## src/rtl/nios2_mul_cell_pipe.sv

```systemverilog
// Pipelined multiply/shift cell for the Nios II custom-core execute path.
// Optional multiply-accumulate build: define NIOS2_MUL_CELL_MAC_EN.
module nios2_mul_cell_pipe #(
  parameter int DATA_W      = 32,
  parameter int PIPE_STAGES = 2
) (
  input  logic              clk,
  input  logic              reset_n,
  input  logic              in_valid,
  output logic              in_ready,
  input  logic [1:0]        in_op,
  input  logic [DATA_W-1:0] in_src1,
  input  logic [DATA_W-1:0] in_src2,
  input  logic              in_src1_signed,
  input  logic              in_src2_signed,
  input  logic              in_shift_right,
  input  logic              in_rotate,
  input  logic              acc_clr,
  input  logic              flush,
  output logic              out_valid,
  input  logic              out_ready,
  output logic [DATA_W-1:0] out_data
);

  localparam int SH_W = $clog2(DATA_W);
  localparam logic [SH_W:0] W_L = (SH_W+1)'(DATA_W);
`ifdef NIOS2_MUL_CELL_MAC_EN
  localparam int ST_W = 2*DATA_W;
`else
  localparam int ST_W = DATA_W;
`endif

  logic                advance;
  logic                accept;
  logic [2*DATA_W-1:0] ext_a;
  logic [2*DATA_W-1:0] ext_b;
  logic [2*DATA_W-1:0] prod;
  logic [SH_W-1:0]     sh;
  logic [SH_W:0]       sh_wrap;
  logic [SH_W-1:0]     rot_amt;
  logic [DATA_W-1:0]   shl;
  logic [DATA_W-1:0]   srl;
  logic [DATA_W-1:0]   sra;
  logic [2*DATA_W-1:0] rol_w;
  logic [2*DATA_W-1:0] ror_w;
  logic [DATA_W-1:0]   shift_res;
  logic [DATA_W-1:0]   res_w;
  logic [ST_W-1:0]     st_in;

  logic [PIPE_STAGES-1:0] vld;
  logic [ST_W-1:0]        dat [PIPE_STAGES];

  assign advance  = ~out_valid | out_ready;
  assign in_ready = advance & ~flush;
  assign accept   = in_valid & in_ready;

  // Full-width product; the sign/zero extension makes all four signedness mixes exact.
  assign ext_a = {{DATA_W{in_src1_signed & in_src1[DATA_W-1]}}, in_src1};
  assign ext_b = {{DATA_W{in_src2_signed & in_src2[DATA_W-1]}}, in_src2};
  assign prod  = ext_a * ext_b;

  assign sh      = in_src2[SH_W-1:0];
  assign sh_wrap = {1'b0, sh} - W_L;
  assign rot_amt = ({1'b0, sh} >= W_L) ? sh_wrap[SH_W-1:0] : sh;

  assign shl   = in_src1 << sh;
  assign srl   = in_src1 >> sh;
  assign sra   = $signed(in_src1) >>> sh;
  assign rol_w = {in_src1, in_src1} << rot_amt;
  assign ror_w = {in_src1, in_src1} >> rot_amt;

  always_comb begin
    shift_res = shl;
    if (in_rotate)
      shift_res = in_shift_right ? ror_w[DATA_W-1:0] : rol_w[2*DATA_W-1:DATA_W];
    else if (in_shift_right)
      shift_res = in_src1_signed ? sra : srl;
  end

  always_comb begin
    res_w = prod[DATA_W-1:0];
    case (in_op)
      2'b01:   res_w = prod[2*DATA_W-1:DATA_W];
      2'b10:   res_w = shift_res;
      default: res_w = prod[DATA_W-1:0];
    endcase
  end

`ifdef NIOS2_MUL_CELL_MAC_EN
  // MAC slots carry the whole product so the accumulate can happen at completion.
  always_comb begin
    st_in = {{DATA_W{1'b0}}, res_w};
    if (in_op == 2'b11)
      st_in = prod;
  end
`else
  assign st_in = res_w;
`endif

  always_ff @(posedge clk or negedge reset_n) begin
    if (!reset_n) begin
      vld <= '0;
      for (int i = 0; i < PIPE_STAGES; i++)
        dat[i] <= '0;
    end else begin
      if (flush) begin
        vld <= '0;
      end else if (advance) begin
        vld[0] <= accept;
        for (int i = 1; i < PIPE_STAGES; i++)
          vld[i] <= vld[i-1];
      end
      if (advance) begin
        dat[0] <= st_in;
        for (int i = 1; i < PIPE_STAGES; i++)
          dat[i] <= dat[i-1];
      end
    end
  end

  assign out_valid = vld[PIPE_STAGES-1];

`ifdef NIOS2_MUL_CELL_MAC_EN
  logic [PIPE_STAGES-1:0] mac_q;
  logic [2*DATA_W-1:0]    acc;
  logic [2*DATA_W-1:0]    sum;
  logic [2*DATA_W-1:0]    mac_view;
  logic                   mac_done;

  always_ff @(posedge clk or negedge reset_n) begin
    if (!reset_n) begin
      mac_q <= '0;
    end else if (advance) begin
      mac_q[0] <= (in_op == 2'b11);
      for (int i = 1; i < PIPE_STAGES; i++)
        mac_q[i] <= mac_q[i-1];
    end
  end

  assign sum      = acc + dat[PIPE_STAGES-1];
  assign mac_done = out_valid & out_ready & ~flush & mac_q[PIPE_STAGES-1];
  assign mac_view = acc_clr ? dat[PIPE_STAGES-1] : sum;
  assign out_data = mac_q[PIPE_STAGES-1] ? mac_view[DATA_W-1:0]
                                         : dat[PIPE_STAGES-1][DATA_W-1:0];

  // A clear that lands on a completing MAC leaves just that product behind.
  always_ff @(posedge clk or negedge reset_n) begin
    if (!reset_n)
      acc <= '0;
    else if (acc_clr)
      acc <= mac_done ? dat[PIPE_STAGES-1] : '0;
    else if (mac_done)
      acc <= sum;
  end
`else
  logic unused_acc_clr;
  assign unused_acc_clr = acc_clr;
  assign out_data       = dat[PIPE_STAGES-1];
`endif

endmodule
```

## config.mk

```make
export PLATFORM = sky130hd
export DESIGN_NAME = nios2_mul_cell_pipe
export DESIGN_NICKNAME = d
export VERILOG_FILES = /design/src/rtl/nios2_mul_cell_pipe.sv
export SDC_FILE = /design/constraint.sdc
export NUM_CORES = 2
export LEC_CHECK = 0
export CELL_PAD_IN_SITES_DETAIL_PLACEMENT = 1
export CELL_PAD_IN_SITES_GLOBAL_PLACEMENT = 1
export CORE_MARGIN = 4
export CORE_UTILIZATION = 52
export DETAILED_ROUTE_END_ITERATION = 7
export PLACE_DENSITY_LB_ADDON = 0.2
export SYNTH_ARGS = -nofsm -noshare
export SYNTH_HDL_FRONTEND = slang
export SYNTH_SLANG_ARGS = --single-unit
```

## constraint.sdc

```tcl
create_clock -name clk -period 2.2 [get_ports clk]
set_input_delay 0.44 -clock clk [delete_from_list [all_inputs] [get_ports clk]]
set_output_delay 0.44 -clock clk [all_outputs]
set_load 0.05 [all_outputs]
```

==> results.py, run 1 <==
metrics = {
    "place": {
        "portBuffers": 108,
        "place_inst": 6890,
        "place.gp.congestion": 1.02,
        "dp_slack_ns": -6.53,
        "dp_hpwl_mm": 165,
    },
    "floorplanning": {
        "ioPinCount": 110,
        "rows": 108,
        "die_w_microns": 305,
        "initial_utilization": 0.527,
        "die_h_microns": 305,
    },
    "synthesis": {
        "yosysSeqAreaShare": 0.0359,
        "synth_edf_count": 0,
        "syn_area_sq_mm": 0.0460,
        "yosysTopAreaCell": "fa_1",
        "yosys_warnings": 0,
        "synth_cells": 5222,
        "async_reset_ff_frac": 1.00,
        "netlist_top_cells_area": "fa_1 49%, inv_1 9.2%, nand2_1 7.3%",
        "synth_area_per_cell_sq_um": 8.80,
        "ys_ff_latch": 66,
        "syn-num-nets": 6637,
        "yosysTopAreaCellShare": 0.490,
        "ys_types": 82,
        "ys.flop_type": "dfrtp_1",
    },
    "clock_network": {
        "cts_htree_levels": 3,
        "clockBufferDepth": 2,
        "root_buffer": "clkbuf_16",
        "cts_buffers": 9,
        "cts_sinks": 66,
    },
    "status": {
        "status": "did not finish",
        "stop_error": "[ERROR GRT-0232] Routing congestion too high. Check the congestion heatmap in the GUI.",
        "stop_stage": "global routing (5_1_grt)",
    },
    "sta": {
        "worst_endpoint_kind": "register input",
        "postGrtWorstEndpoint": "dat[59]$_DFFE_PN0N_/D",
    },
    "grt": {
        "grt_usage": 0.746,
        "grt_overflow": 365,
        "grt_max_degree": 61,
    },
}
[layer usage]
metal,GRT usage,GRT overflow
met5,0.281,0
met4,0.757,174
met3,0.606,4
met2,0.912,181
met1,0.731,6
[Yosys cell counts (all sizes together), types with 17 or more instances]
| cell type | instances |
|---|---|
| a21o | 28 |
| a21oi | 148 |
| a31oi | 20 |
| and2 | 373 |
| and3 | 21 |
| buf | 84 |
| clkbuf | 294 |
| dfrtp | 66 |
| fa | 1125 |
| ha | 214 |
| inv | 1123 |
| mux2i | 57 |
| mux4 | 65 |
| nand2 | 898 |
| nand3 | 30 |
| nand4 | 17 |
| nor2 | 229 |
| o211ai | 19 |
| o21ai | 99 |
| o221ai | 17 |
| o22ai | 32 |
| or2 | 17 |
| xnor2 | 54 |
| xor2 | 22 |
[cells by family after synthesis]
logic type / after synthesis / share of synthesized area
XOR/XNOR: 76 / 0.0145
AND/OR/NAND/NOR: 1636 / 0.161
adder cells (fa/ha/maj): 1339 / 0.548
flip-flops: 66 / 0.0359
AO/OA/AOI/OAI: 467 / 0.0649
multiplexers: 135 / 0.0482
buffers and inverters: 1503 / 0.128
[per-stage QoR]
stage          utilization  instance area [sq um]
2_1_floorplan            -                  46600
3_3_place_gp         0.620                  54100
3_5_place_dp         0.620                  54100
4_1_cts              0.665                  58100
[repair_timing]
item	in CTS
buffers inserted	138
pin swaps	284
gates resized for setup	602
gates cloned	21
setup endpoints to repair	32
hold buffers	0
==> inputs of run 2 (changes only) <==
- CELL_PAD_IN_SITES_DETAIL_PLACEMENT: 1 -> not set
- CELL_PAD_IN_SITES_GLOBAL_PLACEMENT: 1 -> not set
- CORE_UTILIZATION: 52 -> 40
- PLACE_DENSITY_LB_ADDON: 0.2 -> 0.15
==> run 2 against run 1 <==
Net effect: the flow now finishes, with violations (setup timing); synthesized area did not move; synthesized cell count did not move.
==> results.py, run 2 <==
metrics = {
    "sta": {
        "layout_setup_ws_ns": -5.31,
        "rsz0062_at_grt": "yes",
        "clock_skew_ns": 0.00846,
        "timing.fmax_mhz": 133,
        "slew_violations": 0,
        "final_hold_viol_count": 0,
        "fin_crit_sh": 3.41,
        "tightest_slew_ns": 0.781,
        "maxSlewHeadroom": 0.475,
        "tns_ns": -164.87,
        "fin_crit_ns": 7.51,
        "setup_violations": 32,
    },
    "clock_network": {
        "cts_hold_buf": 0,
        "cts_htree_levels": 3,
        "clockBufferDepth": 2,
        "root_buffer": "clkbuf_16",
        "cts_buffers": 9,
        "clk_pin_slew_ns": 0.06,
        "cts_tree": "built",
        "cts_sinks": 66,
        "clkLatencyLatePin_ns": 0.34,
    },
    "setup_path": {
        "regToRegSetupSlack_ns": 0.39,
        "cp_slowest_stage_delay_ns": 0.56,
        "crit_type": "in2reg",
        "critPathArrivalTime_ns": 7.77,
        "cp-end-kind": "register",
        "crit_top_cell": "fa_1",
        "r2r-end": "dat[49]",
        "crit_required_ns": 2.46,
        "slowest_stage": "fa_1",
        "critical_path.max_fanout": 7,
        "crit_buf_inv": 12,
        "critical-path-top-delay-family": "adder cells",
        "start_kind": "primary input",
        "rr_worst_depth": 7,
        "r2r_start": "vld[1]",
    },
    "synthesis": {
        "ys.flop_type": "dfrtp_1",
        "yosysTopAreaCellShare": 0.490,
        "netlist_top_cells_area": "fa_1 49%, inv_1 9.2%, nand2_1 7.3%",
        "yosysSeqAreaShare": 0.0359,
        "ys_ff_latch": 66,
        "synth.most_common_cell": "fa_1",
        "yosys_warnings": 0,
        "synth_area_per_cell_sq_um": 8.80,
        "synth_cells": 5222,
        "ys_types": 82,
        "yosysTopAreaCell": "fa_1",
        "syn-num-nets": 6637,
        "ys_top_cells_by_count": "1125 x fa_1, 1121 x inv_1, 898 x nand2_1, 373 x and2_1, 293 x clkbuf_1",
        "syn_area_sq_mm": 0.0460,
        "synth_edf_count": 0,
        "async_reset_ff_frac": 1.00,
    },
    "status": {
        "status": "complete, but fails checks",
        "violations": "setup timing",
    },
    "place": {
        "place.gp.congestion": 1.03,
        "dp_slack_ns": -6.34,
        "postPlaceCellArea_sq_mm": 0.0545,
        "portBuffers": 108,
        "dp_hpwl_mm": 141,
    },
    "finish": {
        "mostFrequentLayoutCell": "fa_1",
        "final_util": 0.515,
        "design_area_sq_mm": 0.0588,
        "syn2layout_area_growth_pct": 28.0,
        "fillCellCount": 10800,
        "final_nets": 7315,
        "mostFrequentLayoutCells": "1049 x fa_1, 1046 x inv_1, 862 x nand2_1, 721 x buf_4, 341 x and2_1",
        "drive_above_1_share": 0.258,
    },
    "floorplanning": {
        "die_h_microns": 347,
        "initial_utilization": 0.403,
        "core-area_sq_mm": 0.114,
        "ioPinCount": 110,
        "die_w_microns": 347,
        "rows": 124,
        "dieArea_sq_mm": 0.120,
    },
    "grt": {
        "busiest_layer": "met2",
        "grt_pass1_wl_mm": 261,
        "antenna_found_initial": 10,
        "grt_pass1_vias": 41600,
        "grt_overflow": 0,
        "grt_usage": 0.287,
        "grtUsageMet2": 0.490,
        "grt_max_degree": 55,
        "grt_use_met3": 0.0413,
        "globalRouteMet1Util": 0.367,
    },
    "drt": {
        "drtPass1Iterations": 6,
        "wirelength_mm": 171,
        "detail_route.wl_per_cell_microns": 23.1,
        "vias": 38400,
        "drc_errors": 0,
        "routed_via_density": 5.17,
        "drt_iter0_drc": 2597,
        "antenna_left": 0,
    },
    "min_path": {
        "min_path_type": "in2async",
    },
    "job": {
        "drv_cap": 0,
    },
}
==> run 2: area by class of cell <==
cell class | instances | area, sq um | area share
Sequential cell | 66 | 1650 | 0.0281
Antenna cell | 5 | 12.5 | 0.000213
Clock inverter | 7 | 77.6 | 0.00132
Inverter | 1125 | 4240 | 0.0721
Timing Repair Buffer | 1045 | 10300 | 0.175
Clock buffer | 9 | 225 | 0.00383
Multi-Input combinational cell | 3653 | 40400 | 0.687
Tap cell | 1512 | 1890 | 0.0322
==> run 2: cell families after synthesis <==
group           after synthesis  share of synthesized area
compound gates              467                     0.0649
simple gates               1636                      0.161
mux                         135                     0.0482
flops                        66                     0.0359
fa+ha+maj                  1339                      0.548
xor+xnor                     76                     0.0145
buf+inv                    1503                      0.128
==> run 2: worst max path at each step <==
| stage | start | slack, ns | endpoint | cells after the start |
|---|---|---|---|---|
| 4_1_cts | in_src1[4] | -5.25 | dat[63] | 28 |
| 6_report | in_src2[2] | -5.31 | dat[42] | 32 |
| 5_1_grt | in_src1[31] | -5.53 | dat[56] | 34 |
| 3_3_place_gp | in_src1_signed | -6.29 | dat[59] | 25 |
| 3_5_place_dp | in_src1_signed | -6.34 | dat[59] | 25 |
| 2_1_floorplan | in_src2[0] | -5.51 | dat[59] | 29 |
==> run 2: worst register-to-register path: cells and delay by family (launching register included) <==
family	cells	cell delay, ns
DFF	1	0.40
and+or+nand+nor	2	0.25
buffers and inverters	2	0.36
AOI/OAI and AO/OA	2	0.48
muxes	1	0.19
==> run 2: routing by layer <==
| metal | vias up | wire [microns] |
|---|---|---|
| met5 | - | 13 |
| met4 | 2 | 9510 |
| met3 | 311 | 9470 |
| met2 | 1207 | 82700 |
| met1 | 19900 | 69600 |
| li1 | 16900 | - |
==> run 2: what timing repair did <==
action	in CTS	in global routing
resized for setup	535	227
setup buffers	101	50
cloned	14	2
endpoints found under the setup margin	32	33
pin swaps	254	208
==> run 2: stage by stage <==
step                      hold slack (ns)  instances
after detailed placement            0.454       7255
after global placement              0.453       7255
final                              0.0976       7422
after floorplan                     0.144       5222
after CTS                           0.113       7374
after global routing                0.134       7421
Power of run 2 is left out: the tool's default activity adds up to more than one toggle a clock period on the data nets, which glitch-free logic cannot reach.
